`src/rtl/rv32i_decode_execute_pkg.sv`:
```
// rv32i_pkg: shared types for the RV32I decode/execute slice.
//   dec_t         - decoded-instruction record latched into the execute register
//   alu_op_e      - ALU operation selector (ALU_ADD is the all-zero encoding)
//   OPC_* / BR_*  - major opcodes and branch funct3 codes
//   alu_op_decode - funct3/funct7 to ALU op mapping shared by OP and OP-IMM
package rv32i_pkg;

  typedef enum logic [3:0] {
    ALU_ADD   = 4'd0,
    ALU_SUB   = 4'd1,
    ALU_SLL   = 4'd2,
    ALU_SLT   = 4'd3,
    ALU_SLTU  = 4'd4,
    ALU_XOR   = 4'd5,
    ALU_SRL   = 4'd6,
    ALU_SRA   = 4'd7,
    ALU_OR    = 4'd8,
    ALU_AND   = 4'd9,
    ALU_PASSB = 4'd10
  } alu_op_e;

  typedef struct packed {
    logic        valid;
    logic [31:0] pc;
    logic [4:0]  rs1_addr;
    logic [4:0]  rs2_addr;
    logic [4:0]  rd_addr;
    logic [31:0] imm;
    alu_op_e     alu_op;
    logic        rs1_pc;       // operand A is pc instead of rs1
    logic        rs2_imm;      // operand B is imm instead of rs2
    logic        branch;
    logic [2:0]  branch_type;  // funct3 of the branch
    logic        jump;
    logic [2:0]  loadstore;    // [2] = store, [1:0] = width (1 B, 2 H, 3 W), 0 = none
    logic        load_zext;
  } dec_t;

  localparam logic [6:0] OPC_LOAD     = 7'b0000011;
  localparam logic [6:0] OPC_MISC_MEM = 7'b0001111;
  localparam logic [6:0] OPC_OP_IMM   = 7'b0010011;
  localparam logic [6:0] OPC_AUIPC    = 7'b0010111;
  localparam logic [6:0] OPC_STORE    = 7'b0100011;
  localparam logic [6:0] OPC_OP       = 7'b0110011;
  localparam logic [6:0] OPC_LUI      = 7'b0110111;
  localparam logic [6:0] OPC_BRANCH   = 7'b1100011;
  localparam logic [6:0] OPC_JALR     = 7'b1100111;
  localparam logic [6:0] OPC_JAL      = 7'b1101111;
  localparam logic [6:0] OPC_SYSTEM   = 7'b1110011;

  localparam logic [2:0] BR_EQ  = 3'b000;
  localparam logic [2:0] BR_NE  = 3'b001;
  localparam logic [2:0] BR_LT  = 3'b100;
  localparam logic [2:0] BR_GE  = 3'b101;
  localparam logic [2:0] BR_LTU = 3'b110;
  localparam logic [2:0] BR_GEU = 3'b111;

  // instr[30] selects SUB only in the register form; ADDI may carry any bit 30.
  function automatic alu_op_e alu_op_decode(input logic [2:0] funct3,
                                            input logic       alt,
                                            input logic       reg_form);
    alu_op_e op;
    case (funct3)
      3'b000:  op = (alt && reg_form) ? ALU_SUB : ALU_ADD;
      3'b001:  op = ALU_SLL;
      3'b010:  op = ALU_SLT;
      3'b011:  op = ALU_SLTU;
      3'b100:  op = ALU_XOR;
      3'b101:  op = alt ? ALU_SRA : ALU_SRL;
      3'b110:  op = ALU_OR;
      3'b111:  op = ALU_AND;
      default: op = ALU_ADD;
    endcase
    return op;
  endfunction

endpackage

```
`src/rtl/rv32i_decode_execute_if.sv`:
```
// Data-memory request bus from the execute stage.
//   mem_addr  - effective address (rs1 + imm)
//   mem_wdata - store data (rs2)
//   mem_width - 1 byte, 2 half, 3 word
//   mem_we / mem_re - store / load request
//   mem_zext  - zero-extend the loaded value
// master: execute stage (drives request); slave: memory side.
interface rv32i_decode_execute_if;
  logic [31:0] mem_addr;
  logic [31:0] mem_wdata;
  logic [1:0]  mem_width;
  logic        mem_we;
  logic        mem_re;
  logic        mem_zext;

  modport master (output mem_addr, mem_wdata, mem_width, mem_we, mem_re, mem_zext);
  modport slave  (input  mem_addr, mem_wdata, mem_width, mem_we, mem_re, mem_zext);
endinterface

```
`src/rtl/rv32i_decode_execute_units.sv`:
```
// Combinational building blocks of the decode/execute slice.
//   rv32_decoder    : instr, pc -> dec (decoded record; unknown encodings give all-zero)
//   rv32_alu        : op, a, b  -> result, sum (sum = a + b always)
//   rv32_branch_cmp : br_type, a, b -> take
module rv32_decoder
  import rv32i_pkg::*;
(
  input  logic [31:0] instr,
  input  logic [31:0] pc,
  output dec_t        dec
);

  logic [6:0]  opcode_s;
  logic [2:0]  funct3_s;
  logic [31:0] imm_i_s;
  logic [31:0] imm_s_s;
  logic [31:0] imm_b_s;
  logic [31:0] imm_u_s;
  logic [31:0] imm_j_s;

  assign opcode_s = instr[6:0];
  assign funct3_s = instr[14:12];
  assign imm_i_s  = {{20{instr[31]}}, instr[31:20]};
  assign imm_s_s  = {{20{instr[31]}}, instr[31:25], instr[11:7]};
  assign imm_b_s  = {{19{instr[31]}}, instr[31], instr[7], instr[30:25], instr[11:8], 1'b0};
  assign imm_u_s  = {instr[31:12], 12'd0};
  assign imm_j_s  = {{11{instr[31]}}, instr[31], instr[19:12], instr[20], instr[30:21], 1'b0};

  // Opcode-driven field selection; every field not set stays zero.
  always_comb begin
    dec = '0;
    case (opcode_s)
      OPC_LUI: begin
        dec.valid   = 1'b1;
        dec.pc      = pc;
        dec.rd_addr = instr[11:7];
        dec.imm     = imm_u_s;
        dec.alu_op  = ALU_PASSB;
        dec.rs2_imm = 1'b1;
      end
      OPC_AUIPC: begin
        dec.valid   = 1'b1;
        dec.pc      = pc;
        dec.rd_addr = instr[11:7];
        dec.imm     = imm_u_s;
        dec.rs1_pc  = 1'b1;
        dec.rs2_imm = 1'b1;
      end
      OPC_JAL: begin
        dec.valid   = 1'b1;
        dec.pc      = pc;
        dec.rd_addr = instr[11:7];
        dec.imm     = imm_j_s;
        dec.jump    = 1'b1;
        dec.rs1_pc  = 1'b1;
        dec.rs2_imm = 1'b1;
      end
      OPC_JALR: begin
        dec.valid    = 1'b1;
        dec.pc       = pc;
        dec.rs1_addr = instr[19:15];
        dec.rd_addr  = instr[11:7];
        dec.imm      = imm_i_s;
        dec.jump     = 1'b1;
        dec.rs2_imm  = 1'b1;
      end
      OPC_BRANCH: begin
        dec.valid       = 1'b1;
        dec.pc          = pc;
        dec.rs1_addr    = instr[19:15];
        dec.rs2_addr    = instr[24:20];
        dec.imm         = imm_b_s;
        dec.branch      = 1'b1;
        dec.branch_type = funct3_s;
        dec.rs1_pc      = 1'b1;
        dec.rs2_imm     = 1'b1;
      end
      OPC_LOAD: begin
        // Only LB/LH/LW/LBU/LHU are legal; the rest decode as a bubble.
        if ((funct3_s[1:0] != 2'b11) && !(funct3_s[2] && funct3_s[1])) begin
          dec.valid     = 1'b1;
          dec.pc        = pc;
          dec.rs1_addr  = instr[19:15];
          dec.rd_addr   = instr[11:7];
          dec.imm       = imm_i_s;
          dec.rs2_imm   = 1'b1;
          dec.loadstore = {1'b0, funct3_s[1:0] + 2'd1};
          dec.load_zext = funct3_s[2];
        end else begin
          dec = '0;
        end
      end
      OPC_STORE: begin
        if (!funct3_s[2] && (funct3_s[1:0] != 2'b11)) begin
          dec.valid     = 1'b1;
          dec.pc        = pc;
          dec.rs1_addr  = instr[19:15];
          dec.rs2_addr  = instr[24:20];
          dec.imm       = imm_s_s;
          dec.rs2_imm   = 1'b1;
          dec.loadstore = {1'b1, funct3_s[1:0] + 2'd1};
        end else begin
          dec = '0;
        end
      end
      OPC_OP_IMM: begin
        dec.valid    = 1'b1;
        dec.pc       = pc;
        dec.rs1_addr = instr[19:15];
        dec.rd_addr  = instr[11:7];
        dec.imm      = imm_i_s;
        dec.rs2_imm  = 1'b1;
        dec.alu_op   = alu_op_decode(funct3_s, instr[30], 1'b0);
      end
      OPC_OP: begin
        dec.valid    = 1'b1;
        dec.pc       = pc;
        dec.rs1_addr = instr[19:15];
        dec.rs2_addr = instr[24:20];
        dec.rd_addr  = instr[11:7];
        dec.alu_op   = alu_op_decode(funct3_s, instr[30], 1'b1);
      end
      OPC_MISC_MEM, OPC_SYSTEM: begin
        dec.valid = 1'b1;
        dec.pc    = pc;
      end
      default: dec = '0;
    endcase
  end

endmodule

module rv32_alu
  import rv32i_pkg::*;
(
  input  alu_op_e     op,
  input  logic [31:0] a,
  input  logic [31:0] b,
  output logic [31:0] result,
  output logic [31:0] sum
);

  logic [4:0] shamt_s;

  assign sum     = a + b;
  assign shamt_s = b[4:0];

  // Operation select; sum is reused for ADD.
  always_comb begin
    result = 32'd0;
    case (op)
      ALU_ADD:   result = sum;
      ALU_SUB:   result = a - b;
      ALU_SLL:   result = a << shamt_s;
      ALU_SLT:   result = {31'd0, $signed(a) < $signed(b)};
      ALU_SLTU:  result = {31'd0, a < b};
      ALU_XOR:   result = a ^ b;
      ALU_SRL:   result = a >> shamt_s;
      ALU_SRA:   result = $unsigned($signed(a) >>> shamt_s);
      ALU_OR:    result = a | b;
      ALU_AND:   result = a & b;
      ALU_PASSB: result = b;
      default:   result = sum;
    endcase
  end

endmodule

module rv32_branch_cmp
  import rv32i_pkg::*;
(
  input  logic [2:0]  br_type,
  input  logic [31:0] a,
  input  logic [31:0] b,
  output logic        take
);

  // funct3 010/011 are not branch encodings and never take.
  always_comb begin
    take = 1'b0;
    case (br_type)
      BR_EQ:   take = (a == b);
      BR_NE:   take = (a != b);
      BR_LT:   take = ($signed(a) <  $signed(b));
      BR_GE:   take = ($signed(a) >= $signed(b));
      BR_LTU:  take = (a <  b);
      BR_GEU:  take = (a >= b);
      default: take = 1'b0;
    endcase
  end

endmodule

```
`src/rtl/rv32i_decode_execute.sv`:
```
// Decode/execute slice of a 3-stage RV32I pipeline.
// Decodes i_instr/i_pc into an execute register; the execute stage then
// produces ALU result, redirect decision/target and the memory request
// combinationally from that register and forwarded i_rs1/i_rs2.
// Ports:
//   i_clk, i_rst (sync, active-high)
//   i_instr, i_pc           - fetched instruction and its PC
//   i_rs1, i_rs2            - forwarded operands of the execute-stage instruction
//   o_rs1_addr/o_rs2_addr/o_rd_addr - execute-stage register indices
//   o_alu_out, o_alu_sum    - ALU result and raw A+B
//   o_redirect, o_target, o_link, o_is_jump - control-flow outputs
//   o_ex_valid              - execute stage holds a legal instruction
//   mem_bus (master)        - data-memory request
module rv32i_decode_execute
  import rv32i_pkg::*;
#(
  parameter logic [31:0] INIT_PC = 32'h10000000
) (
  input  logic        i_clk,
  input  logic        i_rst,
  input  logic [31:0] i_instr,
  input  logic [31:0] i_pc,
  input  logic [31:0] i_rs1,
  input  logic [31:0] i_rs2,
  output logic [4:0]  o_rs1_addr,
  output logic [4:0]  o_rs2_addr,
  output logic [4:0]  o_rd_addr,
  output logic [31:0] o_alu_out,
  output logic [31:0] o_alu_sum,
  output logic        o_redirect,
  output logic [31:0] o_target,
  output logic [31:0] o_link,
  output logic        o_is_jump,
  output logic        o_ex_valid,
  rv32i_decode_execute_if.master mem_bus
);

  // INIT_PC is carried only so fetch and this block share one parameter set.
  logic [31:0] unused_init_pc_s;
  assign unused_init_pc_s = INIT_PC;

  dec_t        dec_s;
  dec_t        ex_r = '0;
  logic [31:0] op_a_s;
  logic [31:0] op_b_s;
  logic [31:0] alu_out_s;
  logic [31:0] alu_sum_s;
  logic        br_take_s;
  logic        is_jalr_s;
  logic        redirect_s;

  rv32_decoder u_decoder (
    .instr (i_instr),
    .pc    (i_pc),
    .dec   (dec_s)
  );

  // Execute register: a redirect squashes the fall-through instruction behind it.
  always_ff @(posedge i_clk) begin
    if (i_rst || redirect_s) begin
      ex_r <= '0;
    end else begin
      ex_r <= dec_s;
    end
  end

  assign op_a_s = ex_r.rs1_pc  ? ex_r.pc  : i_rs1;
  assign op_b_s = ex_r.rs2_imm ? ex_r.imm : i_rs2;

  rv32_alu u_alu (
    .op     (ex_r.alu_op),
    .a      (op_a_s),
    .b      (op_b_s),
    .result (alu_out_s),
    .sum    (alu_sum_s)
  );

  rv32_branch_cmp u_branch_cmp (
    .br_type (ex_r.branch_type),
    .a       (i_rs1),
    .b       (i_rs2),
    .take    (br_take_s)
  );

  // JALR is the only jump whose A operand is rs1 rather than pc.
  assign is_jalr_s  = ex_r.jump & ~ex_r.rs1_pc;
  assign redirect_s = ex_r.jump | (ex_r.branch & br_take_s);

  assign o_rs1_addr = ex_r.rs1_addr;
  assign o_rs2_addr = ex_r.rs2_addr;
  assign o_rd_addr  = ex_r.rd_addr;
  assign o_alu_out  = alu_out_s;
  assign o_alu_sum  = alu_sum_s;
  assign o_redirect = redirect_s;
  assign o_target   = {alu_sum_s[31:1], alu_sum_s[0] & ~is_jalr_s};
  assign o_link     = ex_r.pc + 32'd4;
  assign o_is_jump  = ex_r.jump;
  assign o_ex_valid = ex_r.valid;

  assign mem_bus.mem_addr  = i_rs1 + ex_r.imm;
  assign mem_bus.mem_wdata = i_rs2;
  assign mem_bus.mem_width = ex_r.loadstore[1:0];
  assign mem_bus.mem_re    = ~ex_r.loadstore[2] & (ex_r.loadstore[1:0] != 2'd0);
  assign mem_bus.mem_we    =  ex_r.loadstore[2] & (ex_r.loadstore[1:0] != 2'd0);
  assign mem_bus.mem_zext  = ex_r.load_zext;

endmodule

```
`src/flat_wrapper.sv`:
```
// flat-port wrapper written by rule: the top's interface ports become plain ports
module rv32i_decode_execute_flat import rv32i_pkg::*;
#(
  parameter logic [31:0] INIT_PC = 32'h10000000
)
  (i_clk, i_rst, i_instr, i_pc, i_rs1, i_rs2, o_rs1_addr, o_rs2_addr, o_rd_addr, o_alu_out, o_alu_sum, o_redirect, o_target, o_link, o_is_jump, o_ex_valid, mem_bus_mem_addr, mem_bus_mem_wdata, mem_bus_mem_width, mem_bus_mem_we, mem_bus_mem_re, mem_bus_mem_zext);
  rv32i_decode_execute_if mem_bus_i ();
  input  logic i_clk;
  input  logic i_rst;
  input  logic [31:0] i_instr;
  input  logic [31:0] i_pc;
  input  logic [31:0] i_rs1;
  input  logic [31:0] i_rs2;
  output logic [4:0] o_rs1_addr;
  output logic [4:0] o_rs2_addr;
  output logic [4:0] o_rd_addr;
  output logic [31:0] o_alu_out;
  output logic [31:0] o_alu_sum;
  output logic o_redirect;
  output logic [31:0] o_target;
  output logic [31:0] o_link;
  output logic o_is_jump;
  output logic o_ex_valid;
  output wire logic [$bits(mem_bus_i.mem_addr)-1:0] mem_bus_mem_addr;
  output wire logic [$bits(mem_bus_i.mem_wdata)-1:0] mem_bus_mem_wdata;
  output wire logic [$bits(mem_bus_i.mem_width)-1:0] mem_bus_mem_width;
  output wire logic [$bits(mem_bus_i.mem_we)-1:0] mem_bus_mem_we;
  output wire logic [$bits(mem_bus_i.mem_re)-1:0] mem_bus_mem_re;
  output wire logic [$bits(mem_bus_i.mem_zext)-1:0] mem_bus_mem_zext;
  assign mem_bus_mem_addr = mem_bus_i.mem_addr;
  assign mem_bus_mem_wdata = mem_bus_i.mem_wdata;
  assign mem_bus_mem_width = mem_bus_i.mem_width;
  assign mem_bus_mem_we = mem_bus_i.mem_we;
  assign mem_bus_mem_re = mem_bus_i.mem_re;
  assign mem_bus_mem_zext = mem_bus_i.mem_zext;
  rv32i_decode_execute #(.INIT_PC(INIT_PC)) u_core (.i_clk(i_clk), .i_rst(i_rst), .i_instr(i_instr), .i_pc(i_pc), .i_rs1(i_rs1), .i_rs2(i_rs2), .o_rs1_addr(o_rs1_addr), .o_rs2_addr(o_rs2_addr), .o_rd_addr(o_rd_addr), .o_alu_out(o_alu_out), .o_alu_sum(o_alu_sum), .o_redirect(o_redirect), .o_target(o_target), .o_link(o_link), .o_is_jump(o_is_jump), .o_ex_valid(o_ex_valid), .mem_bus(mem_bus_i));
endmodule
```
`config.mk`:
```
export PLATFORM = sky130hd
export DESIGN_NAME = rv32i_decode_execute_flat
export DESIGN_NICKNAME = d
export VERILOG_FILES = /design/src/rtl/rv32i_decode_execute_pkg.sv /design/src/rtl/rv32i_decode_execute_if.sv /design/src/rtl/rv32i_decode_execute_units.sv /design/src/rtl/rv32i_decode_execute.sv /design/src/flat_wrapper.sv
export SDC_FILE = /design/constraint.sdc
export NUM_CORES = 1
export LEC_CHECK = 0
export ABC_AREA = 0
export BUFFER_PORTS_ARGS = -buffer_cell sky130_fd_sc_hd__buf_2
export CORE_UTILIZATION = 55
export DETAILED_ROUTE_END_ITERATION = 10
export PLACE_DENSITY_LB_ADDON = 0.1
export SLEW_MARGIN = 20
export SYNTH_ARGS = -nofsm -noshare
export SYNTH_HDL_FRONTEND = slang
export SYNTH_HIERARCHICAL = 1
export SYNTH_SLANG_ARGS = --single-unit
export TNS_END_PERCENT = 10
```
`constraint.sdc`:
```
create_clock -name i_clk -period 6.6 [get_ports i_clk]
set_input_delay 0.66 -clock i_clk [delete_from_list [all_inputs] [get_ports i_clk]]
set_output_delay 0.66 -clock i_clk [all_outputs]
set_load 0.02 [all_outputs]
```
; After elaboration in Yosys (flattened, before gate mapping)
; Cells that the tools add are included.
[op_classes]
n_addsub = 5
order_cmp = 6
n_eq_ne = 36
n_shift = 3
muxes = 27
n_bitwise = 13
n_reduce_logical = 19
[op_table]
columns = cell, count
row1 = 32-bit one-hot mux with 10 select lines, 1
row2 = 32-bit one-hot mux with 6 select lines, 1
row3 = 32-bit less-than comparator, 4
row4 = 33-bit one-hot mux with 3 select lines, 1
row5 = 32-bit two-way mux, 3
row6 = 32-bit adder, 2
row7 = 32-bit >= comparator, 2
row8 = 4-bit one-hot mux with 8 select lines, 2
row9 = 43-bit two-way mux, 1
row10 = 38-bit two-way mux, 1
row11 = 37-bit two-way mux, 1
row12 = "32-bit by 3-bit adder with 32-bit output, second input constant", 1
row13 = 32-bit AND, 1
row14 = 32-bit == test, 1
row15 = 32-bit != test, 1
row16 = 32-bit bitwise OR, 1
row17 = 32-bit by 5-bit left shift with 32-bit output, 1
row18 = 32-bit by 5-bit >> shifter with 32-bit output, 1
row19 = 32-bit by 5-bit >>> shifter with 32-bit output, 1
row20 = 32-bit subtractor, 1
row21 = 32-bit XOR, 1
row22 = "7-bit == test, second input constant", 4
row23 = "3-bit == test, second input constant", 8
row24 = "7-bit by 6-bit == test with 1-bit output, second input constant", 3
row25 = 33 further kinds, 65
[word_totals]
register_bits = 95
out_inout_bits = 215

; Logic depth before layout (Yosys ltp)
[logic_depth]
depth_word = 6
depth_mapped = 19
ltp_nobuf = 13

; Hierarchy
; Netlist, hierarchy kept.
[modules_own_cells]
columns = module, instances, cells_per_inst, area_each_um2, seq_area_each_um2
row1 = rv32_alu, 1, 1358, 9514.1, 0.0
row2 = rv32i_decode_execute, 1, 640, 5980.7, 1901.8
row3 = rv32_decoder, 1, 191, 1298.7, 0.0
row4 = rv32_branch_cmp, 1, 130, 955.9, 0.0

; Worst setup path after synthesis
; Ideal clock, no wire load.
[synth_path]
kind = flip-flop to output port
from = register u_core/ex_r[9] (netlist bit)
to = output port o_alu_out[26]
t_arrival_ns = 4.717
required_ns = 5.940
path_slack_ns = 1.223
stages_incl_launch_ff = 20
path_cell_list = dfxtp_1 clkbuf_1 buf_1 mux2_2 buf_2 inv_1 buf_2 buf_2 buf_2 ha_1 buf_4 nor2b_1 o31ai_1 a21oi_1 a21oi_4 o22ai_1 a32oi_1 o21ai_0 xnor2_1 o32a_1
[synth_between]
elab_chain_len = 3
[synth_rtl]
columns = element, line
row1 = start: declaration, rv32i_decode_execute.sv:43  ; dec_t ex_r = '0;
row2 = start signal: assignment, rv32i_decode_execute.sv:63  ; ex_r <= dec_s;
row3 = 32-bit two-way mux, rv32i_decode_execute.sv:68  ; assign op_b_s = ex_r.rs2_imm ? ex_r.imm : i_rs2;
row4 = named net u_core.op_b_s[2], rv32i_decode_execute.sv:45  ; logic [31:0] op_b_s;
row5 = 32-bit adder, rv32i_decode_execute_units.sv:145  ; assign sum = a + b;
row6 = named net o_alu_sum[26], flat_wrapper.sv:18  ; output logic [31:0] o_alu_sum;
row7 = 32-bit one-hot mux with 10 select lines, rv32i_decode_execute_units.sv:151  ; case (op)
row8 = end: declaration, flat_wrapper.sv:17  ; output logic [31:0] o_alu_out;
; The timed path passes the listed nets, and every way through them passes these cells.

; Final worst setup path
[layout_path]
from = register u_core/ex_r[10] (netlist bit)
to = output port o_alu_out[26]
[layout_between]
elab_chain_len = 3
[layout_rtl]
columns = element, line
row1 = 32-bit two-way mux (*), rv32i_decode_execute.sv:67  ; assign op_a_s = ex_r.rs1_pc ? ex_r.pc : i_rs1;
row2 = named net u_core.op_a_s[2], rv32i_decode_execute.sv:44  ; logic [31:0] op_a_s;
row3 = "32-bit adder, or another cell as far along", rv32i_decode_execute_units.sv:145
row4 = 32-bit one-hot mux with 10 select lines (*), rv32i_decode_execute_units.sv:151
; The timed path passes the listed nets; every way through them passes the cells marked *.

==> flow_summary_export.csv <==
group,metric,value,unit
outcome,status,"finished, final reports clean",
timing,slew_violations,0,
clock_tree,root_buffer,"clkbuf_16",
clock_tree,ctsHoldBuffers,0,
clock_tree,cts_max_level,3,
floorplan,rows,65,
place,gp_congestion,1.05,
final_layout,layout.nets,2771,
min_path,hp-class,"in -> reg",
critical_path,cpMaxStageDelayCell,"dfxtp_1",
route,first_pass_iters,7,
clock_tree,cts_inserted_buffers,9,
critical_path,crit_chain,"buf_4, mux2_2, inv_1, ha_1, nor2b_1, o31ai_1, a21oi_1, a21oi_4, o22ai_1, a32oi_1, o21ai_0, xnor2_1, o32a_1, buf_2",
synth,synth_warnings,6,
timing,period_share,0.849,
global_routing,grt_util_all_layers,0.412,
critical_path,start_kind,"flip-flop",
synth,synth_area_per_cell,7.65,um^2
clock_tree,post_cts_buffers,0,
global_routing,grt_max_degree,70,
clock_tree,cts_sinks,95,
critical_path,rr_startpoint,"u_core/ex_r[6]",
synth,syn-cell-area,0.0177,mm^2
route,drt-total-wl,69500,um
timing,worstMarginPinSlew,0.946,ns
route,via_per_inst,6.57,
place,port_buffers,344,
critical_path,regToRegSetupSlack,3.78,ns
global_routing,grt_pass1_wl,105000,um
pwr,vdd_drop_max,0.121,mV
critical_path,slowest_delay,0.65,ns
critical_path,arrival,4.94,ns
critical_path,r2r_cells,9,
floorplan,ios,345,
floorplan,die_x,182,um
global_routing,grt_pass1_vias,17600,
critical_path,crit_fanout,11,
floorplan,chipHeight,182,um
synth,ys_ff_latch,95,
pwr,power_density,137,mW/mm^2
timing,finalSetupViolations,0,
final_layout,layout-drive-gt1-share,0.240,
critical_path,crit_buf_inv,3,
place,hpwl,55700,um
timing,slew_headroom,0.369,
synth,syn_inst,2319,
min_path,hold_start,"i_pc[19]",
final_layout,num-fill-cells,3038,
critical_path,path_delay_family,"compound AO/OA/AOI/OAI gates",
global_routing,antenna_found_initial,3,
clock_tree,clk_pin_slew,0.07,ns
pwr,p_leak,8.94,nW
timing,fmax,179,MHz
synth,synth_edf_count,0,
job,drv_cap,0,
critical_path,r2r-end,"u_core/ex_r[9]",
route,avgRoutedWirePerCell,24.1,um
min_path,whs_path_depth,3,
synth,seq_area_frac_synth,0.107,
clock_tree,cts_tree,"yes",
floorplan,die_area,0.0330,mm^2
critical_path,worstPathRequired,5.94,ns
timing,tns,0,ns
clock_tree,worstSkewPairLatency,0.36,ns
global_routing,gr-total-overflow,0,
timing,rsz0062_at_grt,"no",
timing,hold_viol_final,0,
synth,synth_cell_types,119,
critical_path,critPathKind,"reg -> out",
route,drc_errors,0,
floorplan,coreArea,0.0316,mm^2
critical_path,path_depth,14,
synth,async_reset_ff_frac,0,
min_path,hold_end,"u_core/ex_r[81]",
route,num_vias,18900,
final_layout,syn2layout_area_growth,8.17,%
final_layout,fin_util,0.607,
critical_path,cp-end-kind,"output port",
route,initialDrtViolationCount,2209,
synth,synth_ff_type,"dfxtp_1",
floorplan,start_util,0.561,
timing,fin_skew,0.00460,ns
clock_tree,cts_resized,0,
timing,fin_crit,5.60,ns
synth,synth_nets,2617,
clock_tree,clock_path_buffers,2,
route,postRouteAntennaNets,0,
power breakdown:
part	internal, mW	switching, mW	total (mW)
clock network	0.271	0.248	0.519
logic	0.537	0.979	1.52
registers	0.580	0.00766	0.588
final cells by class:
class	count	area (um^2)	share of cell area
antenna	3	7.51	0.000391
clock buffer	10	239	0.0124
clock inverter	6	47.5	0.00248
inverter	143	537	0.0280
multi-input combinational	1847	14000	0.729
sequential	95	1900	0.0991
tap	402	503	0.0262
timing repair buffer	377	1970	0.103
placed cells by master (no fill, tap or decap), drive strengths merged, types with 10 or more instances in the layout:
master	synthesis	layout
buf	156	377
nand2	174	174
nor2	167	167
ha	165	165
a21oi	163	163
and2	157	157
inv	142	146
mux2	99	99
o21ai	96	96
dfxtp	95	95
xnor2	67	67
nand3	65	65
mux2i	47	47
a22oi	41	41
a21o	40	40
nor3	39	39
mux4	38	38
a211oi	33	33
o211ai	33	33
and3	25	25
xor2	24	24
o21bai	24	24
nand2b	24	24
o2111ai	23	23
a31oi	22	22
nand4	19	19
a221oi	18	18
o31ai	16	16
o21a	14	14
o22ai	14	14
nor2b	14	14
nor4	14	14
a22o	11	11
o221ai	11	11
and4	11	11
clkbuf	78	10
or3	10	10
flip-flops by register name, summed over array words and instances, names as in the netlist:
signal and cells:
u_core/ex_r 75, u_core/o_rd_addr 5, u_core/o_rs1_addr 5, u_core/o_rs2_addr 5, u_core/mem_bus.mem_width 2, u_core/mem_bus.mem_zext 1, u_core/o_ex_valid 1, u_core/o_is_jump 1
routing by layer:
metal	vias to the layer above	global-route usage	share of wire
li1	8667	-	-
met1	8956	0.547	0.41
met2	1145	0.650	0.44
met3	171	0.0702	0.098
met4	2	0.186	0.047
met5	-	0	0.00019
cells in the mapped netlist (10+ instances only):
cell type	count	share of area
a21oi_2	10	0.0049
o31ai_1	13	0.0055
o21ai_1	13	0.0037
a22oi_1	41	0.017
mux2i_1	47	0.027
clkbuf_1	77	0.016
o22ai_1	14	0.0049
a211oi_1	30	0.013
o21ai_0	80	0.023
a221oi_1	16	0.0079
a22o_1	11	0.0054
nor4_1	12	0.0042
mux4_2	37	0.047
buf_4	95	0.040
mux2_2	98	0.062
and2_1	157	0.055
nor2_1	167	0.035
buf_6	10	0.0063
o21bai_1	24	0.010
and4_1	10	0.0049
o221ai_1	11	0.0054
nand2b_1	24	0.0085
nand2_1	173	0.037
ha_1	165	0.12
o2111ai_1	22	0.011
o21a_1	14	0.0059
a31oi_1	21	0.0074
inv_1	141	0.030
o211ai_1	29	0.012
and3_1	25	0.0088
a21oi_1	151	0.043
nor3_1	39	0.011
nor2b_1	14	0.0049
nand4_1	19	0.0067
xnor2_1	67	0.033
a21o_1	39	0.016
dfxtp_1	95	0.11
xor2_1	24	0.012
buf_2	42	0.012
nand3_1	63	0.018
worst max-delay path by stage:
stage	start	endpoint	slack, ns
floorplan	u_core/ex_r[9]	o_alu_out[26]	1.22
global placement	i_rs2[0]	o_alu_out[26]	1.63
global route	u_core/ex_r[10]	o_alu_out[26]	0.88
finish	u_core/ex_r[10]	o_alu_out[26]	1.0
CTS	u_core/ex_r[10]	o_alu_out[30]	1.16
detailed placement	u_core/ex_r[10]	o_alu_out[30]	1.57
tightest hold or removal path, delay by kind of cell:
family | cells | cell delay, ns
buffers and inverters | 1 | 0.07
AND/OR/NAND/NOR | 2 | 0.19
metrics by stage:
stage	area (um^2)	hold WS [ns]	instances	worst slack (ns)	total power, mW
floorplan	17700	0.850	2319	1.22	1.72
global placement	18900	0.892	2864	1.63	2.07
detailed placement	18900	0.913	2864	1.57	2.08
CTS	19200	0.590	2880	1.16	2.60
global route	19200	0.592	2880	0.883	2.76
finish	19200	0.596	2883	0.999	2.62
kinds of logic (layout without fill, tap and decap cells):
kind of cell | count (synthesis) | after routing | synth area share
flops | 95 | 95 | 0.107
buf+inv | 377 | 536 | 0.107
xor+xnor | 91 | 91 | 0.0449
other cells | 0 | 3 | 0
mux | 184 | 184 | 0.138
simple gates | 755 | 755 | 0.220
compound gates | 649 | 649 | 0.263
fa+ha+maj | 168 | 168 | 0.120
Power figures use the tool's default switching activity.
